==> config.mk <==
export PLATFORM = sky130hd
export DESIGN_NAME = systolic_2x2_seq
export DESIGN_NICKNAME = d
export VERILOG_FILES = /design/src/rtl/systolic_2x2_seq.sv
export SDC_FILE = /design/constraint.sdc
export NUM_CORES = 1
export LEC_CHECK = 0
export CAP_MARGIN = 20
export CORE_AREA = 2 2 183 185
export CTS_CLUSTER_DIAMETER = 60
export DETAILED_ROUTE_END_ITERATION = 8
export DIE_AREA = 0 0 185 187
export GPL_TIMING_DRIVEN = 0
export SYNTH_ARGS = -nofsm -noshare
export SYNTH_HDL_FRONTEND = slang
export SYNTH_SLANG_ARGS = --single-unit
==> constraint.sdc <==
create_clock -name clk_i -period 4.9 [get_ports clk_i]
set_clock_uncertainty 0.15 [all_clocks]
set_input_delay 1.225 -clock clk_i [delete_from_list [all_inputs] [get_ports clk_i]]
set_output_delay 1.225 -clock clk_i [all_outputs]
set_load 0.1 [all_outputs]
==> src/rtl/systolic_2x2_seq.sv <==
// Sequencer for a 2x2 output-stationary MAC array: clears the PEs, feeds skewed operands,
// drains the array and hands the captured 2x2 result out over valid/ready.
module systolic_2x2_seq #(
    parameter int unsigned DW = 16,
    parameter int unsigned AW = 32,
    parameter int unsigned KW = 8
) (
    input  logic          clk_i,
    input  logic          rst_ni,
    input  logic          start_i,
    input  logic [KW-1:0] k_len_i,
    output logic          busy_o,
    output logic          done_o,
    input  logic          in_valid_i,
    output logic          in_ready_o,
    input  logic [DW-1:0] in_a0_i,
    input  logic [DW-1:0] in_a1_i,
    input  logic [DW-1:0] in_b0_i,
    input  logic [DW-1:0] in_b1_i,
    output logic          pe_clr_o,
    output logic [DW-1:0] pe_a00_o,
    output logic [DW-1:0] pe_b00_o,
    output logic [DW-1:0] pe_a01_o,
    output logic [DW-1:0] pe_b01_o,
    output logic [DW-1:0] pe_a10_o,
    output logic [DW-1:0] pe_b10_o,
    output logic [DW-1:0] pe_a11_o,
    output logic [DW-1:0] pe_b11_o,
    input  logic [AW-1:0] acc00_i,
    input  logic [AW-1:0] acc01_i,
    input  logic [AW-1:0] acc10_i,
    input  logic [AW-1:0] acc11_i,
    output logic          res_valid_o,
    input  logic          res_ready_i,
    output logic [AW-1:0] res00_o,
    output logic [AW-1:0] res01_o,
    output logic [AW-1:0] res10_o,
    output logic [AW-1:0] res11_o
);

    typedef enum logic [2:0] {
        StIdle,
        StClear,
        StFeed,
        StDrain,
        StCapture,
        StResult
    } state_e;

    state_e        state_q;
    logic [KW-1:0] k_q;
    logic [KW-1:0] cnt_q;
    logic          busy_q;
    logic          done_q;
    logic          in_ready_q;
    logic          pe_clr_q;
    logic          res_valid_q;
    logic [AW-1:0] res00_q, res01_q, res10_q, res11_q;
    logic          beat_hs;

    logic [DW-1:0] s1_a0_q, s1_a1_q, s1_b0_q, s1_b1_q;
    logic [DW-1:0] s2_a0_q, s2_a1_q, s2_b0_q, s2_b1_q;
    logic [DW-1:0] s3_a1_q, s3_b1_q;

    assign beat_hs = in_valid_i && in_ready_q;

    always_ff @(posedge clk_i or negedge rst_ni) begin
        if (!rst_ni) begin
            state_q     <= StIdle;
            k_q         <= '0;
            cnt_q       <= '0;
            busy_q      <= 1'b0;
            done_q      <= 1'b0;
            in_ready_q  <= 1'b0;
            pe_clr_q    <= 1'b0;
            res_valid_q <= 1'b0;
            res00_q     <= '0;
            res01_q     <= '0;
            res10_q     <= '0;
            res11_q     <= '0;
        end else begin
            done_q   <= 1'b0;
            pe_clr_q <= 1'b0;
            unique case (state_q)
                StIdle: begin
                    if (start_i) begin
                        k_q      <= k_len_i;
                        cnt_q    <= '0;
                        busy_q   <= 1'b1;
                        pe_clr_q <= 1'b1;
                        state_q  <= StClear;
                    end
                end
                StClear: begin
                    if (k_q != '0) begin
                        in_ready_q <= 1'b1;
                        state_q    <= StFeed;
                    end else begin
                        state_q <= StDrain;
                    end
                end
                StFeed: begin
                    if (beat_hs) begin
                        if (cnt_q == k_q - KW'(1)) begin
                            cnt_q      <= '0;
                            in_ready_q <= 1'b0;
                            state_q    <= StDrain;
                        end else begin
                            cnt_q <= cnt_q + KW'(1);
                        end
                    end
                end
                StDrain: begin
                    // Three cycles lets the last beat reach PE11 and be accumulated.
                    if (cnt_q == KW'(2)) begin
                        cnt_q   <= '0;
                        state_q <= StCapture;
                    end else begin
                        cnt_q <= cnt_q + KW'(1);
                    end
                end
                StCapture: begin
                    res00_q     <= acc00_i;
                    res01_q     <= acc01_i;
                    res10_q     <= acc10_i;
                    res11_q     <= acc11_i;
                    res_valid_q <= 1'b1;
                    state_q     <= StResult;
                end
                StResult: begin
                    if (res_ready_i) begin
                        res_valid_q <= 1'b0;
                        done_q      <= 1'b1;
                        busy_q      <= 1'b0;
                        state_q     <= StIdle;
                    end
                end
                default: state_q <= StIdle;
            endcase
        end
    end

    // Skew shifts every cycle; non-handshake cycles inject zero bubbles.
    always_ff @(posedge clk_i or negedge rst_ni) begin
        if (!rst_ni) begin
            s1_a0_q <= '0;
            s1_a1_q <= '0;
            s1_b0_q <= '0;
            s1_b1_q <= '0;
            s2_a0_q <= '0;
            s2_a1_q <= '0;
            s2_b0_q <= '0;
            s2_b1_q <= '0;
            s3_a1_q <= '0;
            s3_b1_q <= '0;
        end else begin
            s1_a0_q <= beat_hs ? in_a0_i : '0;
            s1_a1_q <= beat_hs ? in_a1_i : '0;
            s1_b0_q <= beat_hs ? in_b0_i : '0;
            s1_b1_q <= beat_hs ? in_b1_i : '0;
            s2_a0_q <= s1_a0_q;
            s2_a1_q <= s1_a1_q;
            s2_b0_q <= s1_b0_q;
            s2_b1_q <= s1_b1_q;
            s3_a1_q <= s2_a1_q;
            s3_b1_q <= s2_b1_q;
        end
    end

    assign busy_o      = busy_q;
    assign done_o      = done_q;
    assign in_ready_o  = in_ready_q;
    assign pe_clr_o    = pe_clr_q;
    assign pe_a00_o    = s1_a0_q;
    assign pe_b00_o    = s1_b0_q;
    assign pe_a01_o    = s2_a0_q;
    assign pe_b01_o    = s2_b1_q;
    assign pe_a10_o    = s2_a1_q;
    assign pe_b10_o    = s2_b0_q;
    assign pe_a11_o    = s3_a1_q;
    assign pe_b11_o    = s3_b1_q;
    assign res_valid_o = res_valid_q;
    assign res00_o     = res00_q;
    assign res01_o     = res01_q;
    assign res10_o     = res10_q;
    assign res11_o     = res11_q;

endmodule

Word-level counts from Yosys, hierarchy flattened. Cells that the tools add are included. Widths: inputs -> output; s select.

Bits in writable memories: 0. Register bits: 312. Bits of input ports: 205. Output and inout port bits: 261. Bits in latches: 0. Memories kept: 0. Bits in read-only memories: 0.

Order comparisons: 0. $add $sub $neg: 2. $mul: 0. Reductions and logical operators: 13. Shift-type cells: 0. Div/mod/pow operators: 0. Equal/unequal tests: 13. Muxes and demuxes: 28. Bitwise operators: 0.

Operators by type and width (number): $mux 16 (4); $mux 8 (4); $pmux 8 s3 (1); $pmux 3 s6 (1); $mux 3 (5); $ne 2x2->1 const B (6); $mux 1 (10); $add 8x1->8 const B (1); $eq 8x2->1 const B (1); $eq 8x8->1 (1); $reduce_bool 8->1 (1); $sub 8x1->8 const B (1); $eq 3x2->1 const B (2); $eq 3x3->1 const B (2); $pmux 1 s2 (3); $reduce_and 3->1 (2); $reduce_bool 2->1 (3); $reduce_and 5->1 (1); $reduce_and 2->1 (2); $reduce_and 4->1 (1); $eq 3x1->1 const B (1); $logic_not 3->1 (1); $reduce_bool 3->1 (1); $logic_and 1x1->1 (1).

Longest topological paths before layout.
Word-level depth: 5. Gate-level depth with buffers: 10. Gate-level depth less buffers: 9.

Worst setup path after synthesis. OpenSTA, ideal clock, no wires.

Path type: in2reg. Start: input start_i. End: register k_q[3]. Stages on the path: 4. Data required time: 4.625 ns. Setup time: 0.125 ns. Slack: 2.412 ns. Data arrival time: 2.214 ns. Cells stage by stage: nand2b_1 nor3_1 clkbuf_1 mux2_2.

Longest elaborated chain between the ends: 1.

RTL lines: start: declaration (RTL line 10) `input logic start_i,`; $reduce_and 2->1 (no line); end signal: assignment (RTL line 87) `k_q <= k_len_i;`; end: declaration (RTL line 51) `logic [KW-1:0] k_q;`.

No other way between the ends. A chain may end at the register's enable or synchronous reset.

Worst setup path in the final report.
Start: register in_ready_q, in the netlist in_ready_o. End: output in_ready_o.

RTL lines: start: declaration (RTL line 55) `logic in_ready_q;`; start signal: assignment (RTL line 74) `in_ready_q <= 1'b0;`; start signal: assignment (RTL line 96) `in_ready_q <= 1'b1;`; start signal: assignment (RTL line 106) `in_ready_q <= 1'b0;`; end: declaration (RTL line 15) `output logic in_ready_o,`.

No word-level cell between the ends.

==> metrics.yaml <==
floorplan:
  io_pins: 466
  dieHeight_um: 187
  die-width_um: 185
  rows: 67
  start_util_pct: 32.5
  dieArea_sq_um: 34600
  fp.coreArea_sq_um: 32900
clock_network:
  cts_resized: 0
  cts_buffers: 38
  cts_tree: "done"
  htreeDepth: 2
  cts_root_buf: "clkbuf_16"
  cts.hold.buffers_added: 0
  clock-sinks: 312
  path_clk_slew_ps: 60
  clockBufferDepth: 3
  worstSkewPairLatency_ps: 510
  post_cts_buffers: 0
place:
  gp_congestion: 0.776
  port_buffers: 465
  place_hpwl_mm: 23.6
synth:
  ys.flop_type: "dfrtp_1"
  synth_top_family_by_area: "multiplexers"
  synth_warnings: 0
  synth_compound_area_share_pct: 2.79
  netlist_instances: 661
  ys_types: 47
  ys_ff_latch: 312
  synth.area.mux_share_pct: 14.2
  netlist_area_sq_um: 10700
  synth_xor_area_share_pct: 0.902
  synthArstFlopShare_pct: 100
  synth_edf_count: 0
  synth-simple-area-share_pct: 6.90
  synth_area_per_cell_sq_um: 16.2
  seq_area_frac_synth_pct: 73.1
  syn-num-nets: 869
  synth-adder-area-share_pct: 0.351
run:
  drv_cap: 0
sta:
  worst_pin_slew_ps: 1100
  post-route-min-period_ps: 3510
  slew_headroom_pct: 26.5
  setup_viol: 0
  fmax_ghz: 0.285
  whs_ps: 192
  final_max_slew_viol_count: 0
  fin_crit_sh_pct: 71.7
  hold_viol_final: 0
  rsz0062_at_grt: "no"
worst_setup_path:
  crit_chain: "clkdlybuf4s50_1"
  cp_slowest_stage_delay_ps: 1200
  reg2reg_setup_slack_ps: 2270
  crit_cells: 1
  required_ps: 3520
  critical_path_class: "reg -> out"
  cp_top_family: "buffers and inverters"
  cp_max_fo: 5
  worst_setup_path_start_kind: "flop"
  crit_path_top_delay_cell: "clkdlybuf4s50_1"
  cp.arrival_ps: 2140
  crit_buf_inv: 1
  end_kind: "output port"
  r2r_cells: 6
status:
  status: "completed"
routing:
  drt_iter0_markers: 259
  dr.pass1.iters: 4
  via_per_inst: 4.41
  postRouteAntennaNets: 0
  totalWireLength_mm: 31.2
  vias: 7281
  wl_per_cell_um: 18.9
  route.detailed.drc: 0
layout:
  layout.nets: 1376
  multiInputGateArea_sq_um: 2690
  nFillCells: 2863
  regArea_sq_um: 7810
  areaGrowthSynthToFinish_pct: 61.5
  drive_above_1_share_pct: 18.6
global_routing:
  grt_start_max_net_pins: 124
  grt-ovfl-total: 0
  track_usage_pct: 17.8
  antenna_found_initial: 7
  grt_pass1_vias: 7607
  grt_pass1_wl_mm: 46.7
worst_hold_path:
  hp-class: "reg -> reg"
  whs_path_depth: 0
-- metal layers --
metal  GRT usage [%]  share of wire, %
met3            5.37               7.9
met4            5.49               2.4
met1            20.1                38
met5               0              0.11
met2            32.0                52
-- layout by cell type, fill, tap and decap left out, drive strengths merged, types with 7 or more instances in the layout --
cell and count:
xnor2 8, nor2b 8, mux2 134, clkbuf 77, o21ai 8, dfrtp 312
nor2 7, clkdlybuf4s50 464, nand2 11, and3 69, inv 11, buf 18
-- path summary, 6_finish.rpt --
kind,startpoint,to
max in group asynchronous,rst_ni,state_q[2]
hold / removal,s1_b1_q[6],pe_b01_o[6]
hold reg to reg,s1_b1_q[6],pe_b01_o[6]
min in group asynchronous,rst_ni,pe_b11_o[2]
setup / recovery,in_ready_o,in_ready_o
setup reg to reg,state_q[2],res00_o[5]
-- cells in the mapped netlist (all sizes together), types with 4 or more instances --
master / count / area share (%)
a21oi: 4 / 0.22
nor2b: 8 / 0.47
and3: 69 / 4.0
inv: 6 / 0.21
nand3: 5 / 0.23
nor3: 4 / 0.29
xnor2: 8 / 0.66
mux2: 134 / 14
nand2: 11 / 0.39
clkbuf: 21 / 0.74
o31ai: 6 / 0.42
dfrtp: 312 / 73
buf: 15 / 0.82
o21ai: 8 / 0.37
nor2: 7 / 0.32
a22o: 6 / 0.49
-- registers in the layout, summed over array words and instances, names as in the netlist, 8 cells and up --
name      flops
pe_b10_o     16
res00_o      32
pe_a00_o     16
pe_a10_o     16
res11_o      32
res01_o      32
pe_b01_o     16
res10_o      32
pe_a11_o     16
s1_a1_q      16
pe_b11_o     16
pe_b00_o     16
s1_b1_q      16
cnt_q         8
k_q           8
pe_a01_o     16
-- cells by family after synthesis --
logic type,after synthesis
buffers and inverters,42
AO/OA/AOI/OAI,41
AND/OR/NAND/NOR,117
adder cells (fa/ha/maj),3
flip-flops,312
multiplexers,135
XOR/XNOR,11
-- per-stage QoR --
stage           TNS, ps  instance area [sq um]  utilization [%]  setup WS, ps  cells
6_report              0                  17300             52.5          1390   1650
5_1_grt               0                  17300             52.5          1310   1648
4_1_cts               0                  17200             52.5          1330   1645
3_5_place_dp          0                  16000             48.6          1520   1576
3_3_place_gp   -3530960                  15900             48.4        -11350   1574
2_1_floorplan         0                  10700                -          2410    661
-- area by class of cell --
cell class | count | share of cell area, %
buffer | 36 | 0.964
inverter | 6 | 0.131
multi-input combinational | 307 | 15.6
antenna | 5 | 0.0725
sequential | 312 | 45.2
clock buffer | 56 | 6.60
clock inverter | 13 | 0.856
tap | 448 | 3.25
timing repair buffer | 467 | 27.3
Power is not shown: default switching activity piles up to over one toggle a cycle in this logic, so the estimate is an artifact.
